## src/rtl/pwm_capture.sv

```systemverilog
// Multi-channel PWM input capture: per-channel period and high time in clk_i cycles,
// read as a coherent pair, with sticky VALID/OVF status bits cleared by writing 1.
module pwm_capture #(
    parameter int CHANNEL = 4
) (
    input  logic               clk_i,
    input  logic               rst_i,
    input  logic [31:0]        data_i,
    input  logic [31:0]        addr_i,
    input  logic               we_i,
    output logic [31:0]        data_o,
    input  logic [CHANNEL-1:0] pwm_i
);

    localparam logic [1:0] IDLE      = 2'd0;
    localparam logic [1:0] WAIT_RISE = 2'd1;
    localparam logic [1:0] MEASURE   = 2'd2;

    localparam logic [7:0] ADDR_EN = 8'h24;
    localparam logic [7:0] ADDR_ST = 8'h25;

    localparam logic [31:0] CNT_MAX  = 32'hFFFF_FFFF;
    localparam logic [31:0] CNT_NEAR = 32'hFFFF_FFFE;

    logic [7:0]         reg_addr;
    logic               en_wr;
    logic               st_wr;
    logic [CHANNEL-1:0] en_q;
    logic [CHANNEL-1:0] valid_q;
    logic [CHANNEL-1:0] ovf_q;
    logic [CHANNEL-1:0] valid_set;
    logic [CHANNEL-1:0] ovf_set;
    logic [CHANNEL-1:0] valid_clr;
    logic [CHANNEL-1:0] ovf_clr;
    logic [31:0]        status_w;
    logic [31:0]        period_w [CHANNEL];
    logic [31:0]        high_w   [CHANNEL];
    logic               unused_bits;

    assign reg_addr = addr_i[23:16];
    assign en_wr    = we_i && (reg_addr == ADDR_EN);
    assign st_wr    = we_i && (reg_addr == ADDR_ST);

    assign unused_bits = ^{addr_i[31:24], addr_i[15:0], data_i};

    assign valid_clr = st_wr ? data_i[CHANNEL-1:0] : '0;
    assign ovf_clr   = st_wr ? data_i[8 +: CHANNEL] : '0;

    assign status_w = 32'(valid_q) | (32'(ovf_q) << 8);

    always_ff @(posedge clk_i or posedge rst_i) begin
        if (rst_i) begin
            en_q <= '0;
        end else if (en_wr) begin
            en_q <= data_i[CHANNEL-1:0];
        end
    end

    // A hardware set in the same cycle as a W1C keeps the bit set.
    always_ff @(posedge clk_i or posedge rst_i) begin
        if (rst_i) begin
            valid_q <= '0;
            ovf_q   <= '0;
        end else begin
            valid_q <= (valid_q & ~valid_clr) | valid_set;
            ovf_q   <= (ovf_q & ~ovf_clr) | ovf_set;
        end
    end

    for (genvar i = 0; i < CHANNEL; i++) begin : g_ch
        logic [2:0]  sync_q;
        logic [1:0]  state_q;
        logic [31:0] cnt;
        logic [31:0] cnt_inc;
        logic [31:0] high_tmp;
        logic [31:0] period_q;
        logic [31:0] high_q;
        logic        rise;
        logic        fall;
        logic        measuring;

        // Two sync stages plus one history stage.
        always_ff @(posedge clk_i or posedge rst_i) begin
            if (rst_i) begin
                sync_q <= '0;
            end else begin
                sync_q <= {sync_q[1:0], pwm_i[i]};
            end
        end

        assign rise = sync_q[1] & ~sync_q[2];
        assign fall = ~sync_q[1] & sync_q[2];

        assign cnt_inc   = (cnt == CNT_MAX) ? CNT_MAX : cnt + 32'd1;
        assign measuring = en_q[i] && (state_q == MEASURE);

        assign valid_set[i] = measuring && rise;
        assign ovf_set[i]   = measuring && !rise && (cnt == CNT_NEAR);

        always_ff @(posedge clk_i or posedge rst_i) begin
            if (rst_i) begin
                state_q  <= IDLE;
                cnt      <= '0;
                high_tmp <= '0;
                period_q <= '0;
                high_q   <= '0;
            end else if (!en_q[i]) begin
                state_q  <= IDLE;
                cnt      <= '0;
                high_tmp <= '0;
            end else begin
                unique case (state_q)
                    IDLE: begin
                        state_q <= WAIT_RISE;
                    end
                    WAIT_RISE: begin
                        if (rise) begin
                            cnt     <= 32'd1;
                            state_q <= MEASURE;
                        end
                    end
                    MEASURE: begin
                        if (rise) begin
                            period_q <= cnt;
                            high_q   <= high_tmp;
                            cnt      <= 32'd1;
                        end else begin
                            cnt <= cnt_inc;
                            if (fall) begin
                                high_tmp <= cnt;
                            end
                        end
                    end
                    default: begin
                        state_q <= IDLE;
                    end
                endcase
            end
        end

        assign period_w[i] = period_q;
        assign high_w[i]   = high_q;
    end

    always_comb begin
        data_o = '0;
        unique case (1'b1)
            (reg_addr == ADDR_EN): data_o = 32'(en_q);
            (reg_addr == ADDR_ST): data_o = status_w;
            default: begin
                for (int k = 0; k < CHANNEL; k++) begin
                    if (reg_addr == 8'(k)) begin
                        data_o = period_w[k];
                    end
                    if (reg_addr == 8'(16 + k)) begin
                        data_o = high_w[k];
                    end
                end
            end
        endcase
    end

endmodule

```

## config.mk

```make
export PLATFORM = sky130hd
export DESIGN_NAME = pwm_capture
export DESIGN_NICKNAME = d
export VERILOG_FILES = /design/src/rtl/pwm_capture.sv
export SDC_FILE = /design/constraint.sdc
export NUM_CORES = 1
export LEC_CHECK = 0
export ABC_AREA = 1
export CORE_MARGIN = 3
export CORE_UTILIZATION = 55
export CTS_CLUSTER_SIZE = 25
export DETAILED_ROUTE_END_ITERATION = 10
export PLACE_DENSITY = 0.76
export RECOVER_POWER = 50
export SYNTH_ARGS = -nofsm -noshare
export SYNTH_HDL_FRONTEND = slang
export SYNTH_SLANG_ARGS = --single-unit
```

## constraint.sdc

```tcl
create_clock -name clk_i -period 17.04 [get_ports clk_i]
set_clock_uncertainty 0.1 [all_clocks]
set_input_delay 1.704 -clock clk_i [delete_from_list [all_inputs] [get_ports clk_i]]
set_output_delay 1.704 -clock clk_i [all_outputs]
set_load 0.005 [all_outputs]
```

==> impl_metrics.json <==
{
  "status": "complete, but fails checks",
  "violations": "capacitance limit, slew limit",
  "drt-pass1-iter-count": 6,
  "critical_path_class": "in -> out",
  "fmax_mhz": 133,
  "area_delta_synth_final_pct": 10.9,
  "synth_flop_cell": "dfrtp_1",
  "ir_worst_vdd_mv": 0.0626,
  "worstSetupStartpoint": "addr_i[21]",
  "die_area_sq_mm": 0.0501,
  "detailed_place_hpwl_microns": 51300,
  "yosysWarnings": 0,
  "endpoint_kind": "output port",
  "netSwitchingFraction": 0.217,
  "cts_setup_buffers": 0,
  "viasPerCell": 5.81,
  "layout_common_cells": "nand2_1 (630), dfrtp_1 (544), o21ai_0 (475), inv_1 (430), nand3_1 (205)",
  "rsz0062_at_grt": "no",
  "fin_tns_setup_ns": 0,
  "drtIter0Drc": 2101,
  "die_w_microns": 224,
  "synthesis.instances": 3186,
  "antenna_cells": 0,
  "grt_pass1_wl_microns": 118000,
  "hold_buffers": 0,
  "ys_seq_elements": 544,
  "row_count": 79,
  "p_sw_w": 0.000587,
  "core_sq_mm": 0.0468,
  "place_area_sq_mm": 0.0270,
  "internal_power_w": 0.00212,
  "stdcell_area_sq_mm": 0.0290,
  "critPathRequiredTime_ns": 15.24,
  "fin_nets": 3261,
  "multiInputGateArea_sq_mm": 0.0101,
  "startpoint_type": "input port",
  "antenna_found_initial": 1,
  "dp_slack_ns": 9.76,
  "clkTransAtPathRegs_ns": 0.06,
  "syn-num-nets": 3265,
  "ys_top_cells_by_area": "dfrtp_1 (52%), nand2_1 (9.0%), o21ai_0 (8.9%)",
  "area.sequential_sq_mm": 0.0136,
  "hold_class": "reg -> reg",
  "grt_overflow_total": 0,
  "initial_utilization": 0.558,
  "clk-insertion-delay-late_ns": 0.62,
  "seqPwrFrac": 0.481,
  "totalPowerFinal_w": 0.00271,
  "min_from": "g_ch[0].sync_q[0]",
  "power_density_mw_per_mm2": 93.5,
  "cts_sinks": 544,
  "synthArstFlopShare": 1.00,
  "nFillCells": 4014,
  "cts_made_buffers": 56,
  "synth_seq_area_share": 0.521,
  "timing.final.crit_share": 0.440,
  "hold_viol": 0,
  "clockPowerShare": 0.496,
  "cp_max_fo": 24,
  "clockBufferDepth": 3,
  "worst_pin_slew_ns": 5.86,
  "worst_slack_ns": 9.55,
  "drc": 0,
  "critPathCapture": "data_o[28]",
  "ant_nets": 0,
  "grt_max_degree": 179,
  "layout-drive-gt1-share": 0.0721,
  "vias": 22279,
  "cts_resized": 0,
  "synth_edf_count": 0,
  "avgSynthCellArea_sq_um": 8.19,
  "cellLeakagePower_nw": 12.7,
  "track_usage": 0.299,
  "netlist.area_leader.share": 0.521,
  "cp.arrival_ns": 5.69,
  "maxSlewHeadroom": -2.93,
  "drv_slew": 713,
  "grt_pass1_vias": 21866,
  "place_congestion": 0.953,
  "yosysUniqueCellTypes": 49,
  "wl_per_cell_microns": 19.5,
  "final_common_cell": "nand2_1",
  "num_io_pins": 103,
  "r2r-end": "g_ch[0].period_q[2]",
  "fin_crit_ns": 7.49,
  "cts_tree": "done",
  "setup_viol": 0,
  "p_comb_frac": 0.023,
  "htree_num_levels": 2,
  "dpl.cell_count": 3731,
  "cap_violations": 12,
  "synth_top_area_cell": "dfrtp_1",
  "layout.cells.non_filler": 3837,
  "r2r_start": "en_q[0]",
  "die_y_microns": 224,
  "wl_microns": 74900,
  "reg2reg_slack_ns": 10.74,
  "io_buffers": 54,
  "reg2reg_depth": 6,
  "syn-cell-area_sq_mm": 0.0261,
  "cts-root-buf": "clkbuf_16"
}
## worst min path at each step
stage	endpoint	cells past startpoint
after floorplan	g_ch[0].sync_q[1]	0
after global placement	g_ch[0].sync_q[1]	0
after detailed placement	g_ch[0].sync_q[1]	0
after CTS	g_ch[0].sync_q[1]	0
after global routing	g_ch[2].sync_q[1]	0
final	g_ch[0].sync_q[1]	0
## synthesized netlist by cell type, types with 11 or more instances
library cell / count
nor2_4: 11
xor2_1: 27
o21ai_0: 462
nor3_1: 45
nor4_1: 21
dfrtp_1: 544
nand2_1: 629
clkbuf_1: 93
mux2_2: 22
inv_1: 428
a21oi_1: 134
nor2_1: 188
nor2_2: 17
nand3_1: 205
nand2_2: 14
nand4_1: 47
inv_2: 25
o22ai_1: 79
buf_2: 41
o21ai_1: 54
## cells by family (layout without fill, tap and decap cells)
group           count (synthesis)  count (layout)  synth area share
compound gates                768             768             0.157
fa+ha+maj                       8               8           0.00383
simple gates                 1213            1213             0.209
flops                         544             544             0.521
xor+xnor                       29              29           0.00973
buf+inv                       602             646            0.0895
mux                            22              22           0.00949
## power by group through the flow
stage               Clock [W]  Sequential (W)  Combinational, W
detailed placement          0         0.00133         0.0000640
finish                0.00134         0.00130         0.0000623
CTS                   0.00136         0.00130         0.0000643
floorplan                   0         0.00133         0.0000398
global route          0.00141         0.00130         0.0000704
global placement            0         0.00133         0.0000627
## layout make-up
type / count / share of cell area
clock inverters: 26 / 0.0125
well taps: 607 / 0.0262
repair buffers: 81 / 0.0244
multi-input cells: 2040 / 0.349
clock buffers: 80 / 0.0581
inverters: 459 / 0.0595
flip-flops and latches: 544 / 0.470
## state kept, by name (all words and copies together), names as in the netlist
name           count
g_ch.cnt         128
g_ch.high_q      128
g_ch.high_tmp    128
g_ch.period_q    128
g_ch.sync_q       12
g_ch.state_q       8
en_q               4
ovf_q              4
valid_q            4
## through the flow
| stage | hold slack [ns] | utilization |
|---|---|---|
| 2_1_floorplan | 0.231 | - |
| 3_3_place_gp | 0.234 | 0.578 |
| 3_5_place_dp | 0.235 | 0.578 |
| 4_1_cts | 0.249 | 0.622 |
| 5_1_grt | 0.268 | 0.619 |
| 6_report | 0.248 | 0.619 |
## metal layers
layer	up-vias	wire length (microns)	track usage	part of all wire
met4	2	2850	0.117	0.038
met2	803	35700	0.489	0.48
met1	10893	30800	0.399	0.41
met3	139	5530	0.0563	0.074
met5	-	12	0	0.00016
li1	10442	-	-	-
## worst max-delay path: stages
cell and delay (ns):
clkdlybuf4s50_1 0.45, inv_1 0.09, nand2_1 0.05, nor2_1 0.66, nand2_1 0.71, o21ai_0 1.12
nor2_1 0.14, nand3_1 0.14, nand2_1 0.06, inv_1 0.05, clkdlybuf4s50_1 0.49
(Power assumes the default switching activity.)
